**config.mk**
```make
export PLATFORM = sky130hd
export DESIGN_NAME = key_block_dispatcher
export DESIGN_NICKNAME = d
export VERILOG_FILES = /design/src/rtl/key_block_dispatcher.sv
export SDC_FILE = /design/constraint.sdc
export NUM_CORES = 1
export LEC_CHECK = 0
export ABC_AREA = 1
export BUFFER_PORTS_ARGS = -buffer_cell sky130_fd_sc_hd__buf_2
export CAP_MARGIN = 20
export CORE_UTILIZATION = 61
export DETAILED_ROUTE_END_ITERATION = 8
export HOLD_SLACK_MARGIN = 0.08
export PLACE_DENSITY = 0.87
export SYNTH_ARGS = -nofsm -noshare
export SYNTH_HDL_FRONTEND = slang
export SYNTH_SLANG_ARGS = --single-unit
```
**constraint.sdc**
```tcl
create_clock -name clk -period 19 [get_ports clk]
set_clock_uncertainty 0.1 [all_clocks]
set_input_delay 4.75 -clock clk [delete_from_list [all_inputs] [get_ports clk]]
set_output_delay 4.75 -clock clk [all_outputs]
set_load 0.005 [all_outputs]
```
**src/rtl/key_block_dispatcher.sv**
```systemverilog
// On-demand key-block dispatcher for parallel arcfour cracking cores.
// Round-robin arbitration over registered requests; issues one block of 2**BLOCK_LOG keys per grant.
module key_block_dispatcher #(
  parameter int unsigned          NUM_CORES     = 69,
  parameter int unsigned          LOG_NUM_CORES = 8,
  parameter int unsigned          KEY_WIDTH     = 24,
  parameter logic [KEY_WIDTH-1:0] KEY_MAX       = 24'hffffff,
  parameter int unsigned          BLOCK_LOG     = 12
) (
  input  logic                     clk,
  input  logic                     reset,
  input  logic                     start,
  input  logic                     kill,
  input  logic [NUM_CORES-1:0]     req,
  output logic [NUM_CORES-1:0]     grant,
  output logic [KEY_WIDTH-1:0]     grant_base,
  output logic [KEY_WIDTH-1:0]     grant_last,
  output logic [LOG_NUM_CORES-1:0] grant_core,
  output logic                     busy,
  output logic                     exhausted,
  output logic [KEY_WIDTH-1:0]     blocks_issued
);

  localparam logic [KEY_WIDTH:0] One       = {{KEY_WIDTH{1'b0}}, 1'b1};
  localparam logic [KEY_WIDTH:0] BlockSize = One << BLOCK_LOG;
  localparam logic [KEY_WIDTH:0] BlockM1   = BlockSize - One;
  localparam logic [KEY_WIDTH:0] KeyMaxExt = {1'b0, KEY_MAX};
  localparam logic [LOG_NUM_CORES-1:0] LastCore = LOG_NUM_CORES'(NUM_CORES - 1);

  typedef enum logic [1:0] {StIdle, StRun, StDone} state_e;

  state_e                   state_q, state_d;
  logic [KEY_WIDTH:0]       next_key_q, next_key_d;
  logic [LOG_NUM_CORES-1:0] rr_q, rr_d;
  logic [NUM_CORES-1:0]     req_q;

  logic [NUM_CORES-1:0]     grant_d;
  logic [KEY_WIDTH-1:0]     base_d, last_d, issued_d;
  logic [LOG_NUM_CORES-1:0] core_d;
  logic                     exh_d;

  logic [NUM_CORES-1:0]     avail;
  logic                     found_hi, found_lo, found;
  logic [LOG_NUM_CORES-1:0] win_hi, win_lo, winner;
  logic [KEY_WIDTH:0]       block_end;
  logic                     is_final;

  // Last cycle's grantee is masked so a late-dropping request is not served twice.
  assign avail     = req_q & ~grant;
  assign block_end = next_key_q + BlockM1;
  assign is_final  = (block_end >= KeyMaxExt);

  // Descending scan: the last hit is the lowest index in each half of the rotation.
  always_comb begin
    found_hi = 1'b0;
    found_lo = 1'b0;
    win_hi   = '0;
    win_lo   = '0;
    for (int j = NUM_CORES - 1; j >= 0; j--) begin
      if (avail[j]) begin
        if (j >= int'(rr_q)) begin
          found_hi = 1'b1;
          win_hi   = LOG_NUM_CORES'(j);
        end else begin
          found_lo = 1'b1;
          win_lo   = LOG_NUM_CORES'(j);
        end
      end
    end
    found  = found_hi | found_lo;
    winner = found_hi ? win_hi : win_lo;
  end

  always_comb begin
    state_d    = state_q;
    next_key_d = next_key_q;
    rr_d       = rr_q;
    issued_d   = blocks_issued;
    exh_d      = exhausted;
    grant_d    = '0;
    base_d     = grant_base;
    last_d     = grant_last;
    core_d     = grant_core;
    unique case (state_q)
      StIdle, StDone: begin
        if (start) begin
          state_d    = StRun;
          next_key_d = '0;
          rr_d       = '0;
          issued_d   = '0;
          exh_d      = 1'b0;
        end
      end
      StRun: begin
        if (kill) begin
          state_d = StDone;
        end else if (found) begin
          grant_d[winner] = 1'b1;
          base_d     = next_key_q[KEY_WIDTH-1:0];
          last_d     = is_final ? KEY_MAX : block_end[KEY_WIDTH-1:0];
          core_d     = winner;
          next_key_d = next_key_q + BlockSize;
          rr_d       = (winner == LastCore) ? '0 : winner + 1'b1;
          issued_d   = (&blocks_issued) ? blocks_issued : blocks_issued + KEY_WIDTH'(1);
          if (is_final) begin
            state_d = StDone;
            exh_d   = 1'b1;
          end
        end
      end
      default: state_d = StIdle;
    endcase
  end

  always_ff @(posedge clk or posedge reset) begin
    if (reset) begin
      state_q       <= StIdle;
      next_key_q    <= '0;
      rr_q          <= '0;
      req_q         <= '0;
      grant         <= '0;
      grant_base    <= '0;
      grant_last    <= '0;
      grant_core    <= '0;
      busy          <= 1'b0;
      exhausted     <= 1'b0;
      blocks_issued <= '0;
    end else begin
      state_q       <= state_d;
      next_key_q    <= next_key_d;
      rr_q          <= rr_d;
      req_q         <= req;
      grant         <= grant_d;
      grant_base    <= base_d;
      grant_last    <= last_d;
      grant_core    <= core_d;
      busy          <= (state_d == StRun);
      exhausted     <= exh_d;
      blocks_issued <= issued_d;
    end
  end

endmodule

```
==> results.ini <==
[outcome]
status = complete, no violations

[synth]
ys_ff_latch = 219
async_reset_ff_share_pct = 100
synth-edff-count = 0
synth.area.mux_share_pct = 0
synth_cells = 1659
synth.avg_cell_area_sq_um = 7.06
yosysTopAreaCell = dfrtp_1
synth_common_cells = 369 x nor2_1, 342 x nand2_1, 305 x inv_1
synthXorXnorAreaFrac_pct = 0.0747
yosysUniqueCellTypes = 45
synthAdderAreaFrac_pct = 0.427
synth_top_family_by_area = simple AND/OR/NAND/NOR gates
synth_compound_area_share_pct = 8.72
synth_top_area_share_pct = 46.8
synthTopCellsByArea = dfrtp_1 47%, nor2_1 12%, nand2_1 11%
synth_most_common_cell = nor2_1
ys_seq_area_share_pct = 46.8
synthSimpleGateAreaFrac_pct = 31.6
yosys_warnings = 0
ys.flop_type = dfrtp_1
syn_area_sq_mm = 0.0117

[critical_path]
setup.worst_path.start = start
crit_required_ns = 19.33
cp_max_fo = 20
rrSetupSlack_ns = 12.86
rr_worst_depth = 68
r2r-end = rr_q[4]
max_stage_delay_ns = 0.45
path_cells = buf_2 > inv_1 > nor2_1 > buf_4 > inv_1 > a21oi_1 > buf_4 > nand2_1 > nor4b_1 > nand2_1 > nor2_1 > nand2_1 > nor2_1 > nand2_1 > nor2_1 > inv_1 > nor2_1 > nand2_1 > clkinv_1 > nand4_1 > o21ai_1 > a21oi_1
crit_end = blocks_issued[23]
critical_path_class = in -> reg
critPathSlowestCell = nor4b_1
cp-start-kind = input pin
reg2reg_from = rr_q[3]
endpoint_kind = flop
cp.arrival_ns = 7.94

[pwr]
p_clk_share_pct = 33.0
p_int_mw = 0.898
power_frac_seq_pct = 38.9
combinationalPowerShare_pct = 28.1
vdd_ir_drop_max_mv = 0.147
p_per_area_mw_per_mm2 = 103
sw_frac_of_total_pct = 36.1
p_leak_nw = 7.88
p_switching_mw = 0.507

[sta]
period_share_pct = 40.1
finalSetupViolCount = 0
min_period_ns = 7.61
drv_slew = 0
rsz0062_at_grt = false
tns_ns = 0
worst_pin_slew_ns = 1.02
slew_headroom_pct = 32.3
setup_ws_ns = 11.39
hold_viol = 0
fmax_mhz = 131

[global_routing]
use_met1_pct = 49.5
grtUsageTotal_pct = 39.3
grt_max_degree = 147
grt_pass1_vias = 11355
overflow = 0
gr-usage-met2_pct = 66.0
antenna_found_initial = 0
met3_usage_pct = 7.00
grt_pass1_wl_microns = 59400
grt_busiest_layer = met2

[detailed_routing]
drt_iter0_drc = 1162
ant_nets = 0
drc = 0
routedWlPerCell_microns = 18.4
via_count = 11820
routed_wl_microns = 39000
firstDrtPassIters = 6
vias_per_cell = 5.58

[clocking]
h-tree-depth = 1
cts_root_buf = clkbuf_16
ctsResizeCount = 0
cts_tree = built
cts_hold_buf = 0
clkLatencyLatePin_ns = 0.55
clk_pin_slew_ns = 0.06
cts_setup_buffers = 0
clockBufferDepth = 3
clock-sinks = 219
cts_made_buffers = 22

[placement]
dpl.cell_count = 2078
portBuffers = 210
dp_hpwl_microns = 29500
pre_cts_ws_ns = 10.92
gp_congestion = 1.09

[finish]
diodes = 0
final_nets = 1945
fill_cells = 1495
fin_cells = 2118
drive_gt1_share_pct = 15.5
areaGrowthSynthToFinish_pct = 16.9

[floorplan]
die_h_microns = 141
initial_core_util_pct = 62.4
core.rowCount = 50
dieArea_sq_mm = 0.0198
fp.dieW_microns = 141
core_sq_mm = 0.0188
num_io_pins = 224

[min_path]
hold_class = reg -> reg

[job]
max_cap_viol_count = 0

==> cell families after synthesis <==
| logic type | after synthesis |
|---|---|
| adders and majority gates | 4 |
| xor gates and xnor gates | 1 |
| AOI/OAI and AO/OA | 185 |
| buffers and inverters | 359 |
| DFF | 219 |
| other | 1 |
| and+or+nand+nor | 890 |
==> routing by layer <==
metal	vias to the layer above	wire (microns)
met1	5558	15400
met3	128	3130
met4	0	2010
met5	-	0
li1	5531	-
met2	603	18400
==> layout make-up <==
type	instances	area [sq um]	area share (%)
Clock buffer	27	609	4.45
Clock inverter	13	179	1.31
Inverter	316	1200	8.75
Multi-Input combinational cell	1093	4840	35.3
Sequential cell	219	5480	40.0
Tap cell	234	293	2.14
Timing Repair Buffer	216	1100	8.00
==> worst max-delay path: cells and delay by family <==
kind            cells  cell delay (ns)
compound gates      3             0.42
buf+inv             7             1.00
simple gates       12             1.75
==> worst min path at each step <==
stage,end,cells past startpoint,startpoint,slack (ns)
3_5_place_dp,next_key_q[24],1,next_key_q[24],0.36
5_1_grt,next_key_q[24],1,next_key_q[24],0.38
2_1_floorplan,next_key_q[24],1,next_key_q[24],0.32
6_report,next_key_q[24],1,next_key_q[24],0.37
3_3_place_gp,next_key_q[24],1,next_key_q[24],0.34
4_1_cts,next_key_q[24],1,next_key_q[24],0.37
==> power by group through the flow <==
stage          registers, mW  logic [mW]  clock network, mW
3_5_place_dp           0.551       0.379                  0
6_report               0.547       0.395              0.464
5_1_grt                0.550       0.426              0.484
2_1_floorplan          0.551       0.229                  0
4_1_cts                0.545       0.385              0.469
3_3_place_gp           0.549       0.367                  0
==> stage by stage <==
step	hold WS, ns	power, mW	utilization (%)	area, sq um
6_report	0.367	1.41	73.0	13700
5_1_grt	0.382	1.46	73.0	13700
4_1_cts	0.366	1.40	73.0	13700
3_5_place_dp	0.355	0.930	68.8	12900
3_3_place_gp	0.339	0.916	68.8	12900
2_1_floorplan	0.323	0.780	-	11800
==> flip-flops by register name (all words and copies together), names as in the netlist <==
signal         flops
grant             69
blocks_issued     24
grant_last        13
grant_core         7
exhausted          1
req_q             69
state_q            2
rr_q               8
next_key_q        13
grant_base        12
busy               1
==> layout by cell type (no fill, tap or decap), types with 5 or more instances in the layout <==
master and count:
or2_2 9, o211ai_1 6, clkinv_2 5, a31oi_1 16, o21ai_0 63, nor3_1 60
a21oi_1 73, inv_2 9, inv_1 304, nand4_1 26, o21ai_1 8, dfrtp_1 219
buf_2 210, nor2_1 368, o31ai_1 5, conb_1 13, nand3_1 45, nand2_2 7
clkbuf_16 22, nor4_1 15, nand2_4 5, buf_4 6, nand2_1 342
No activity file was read; power rests on OpenSTA's default activity.
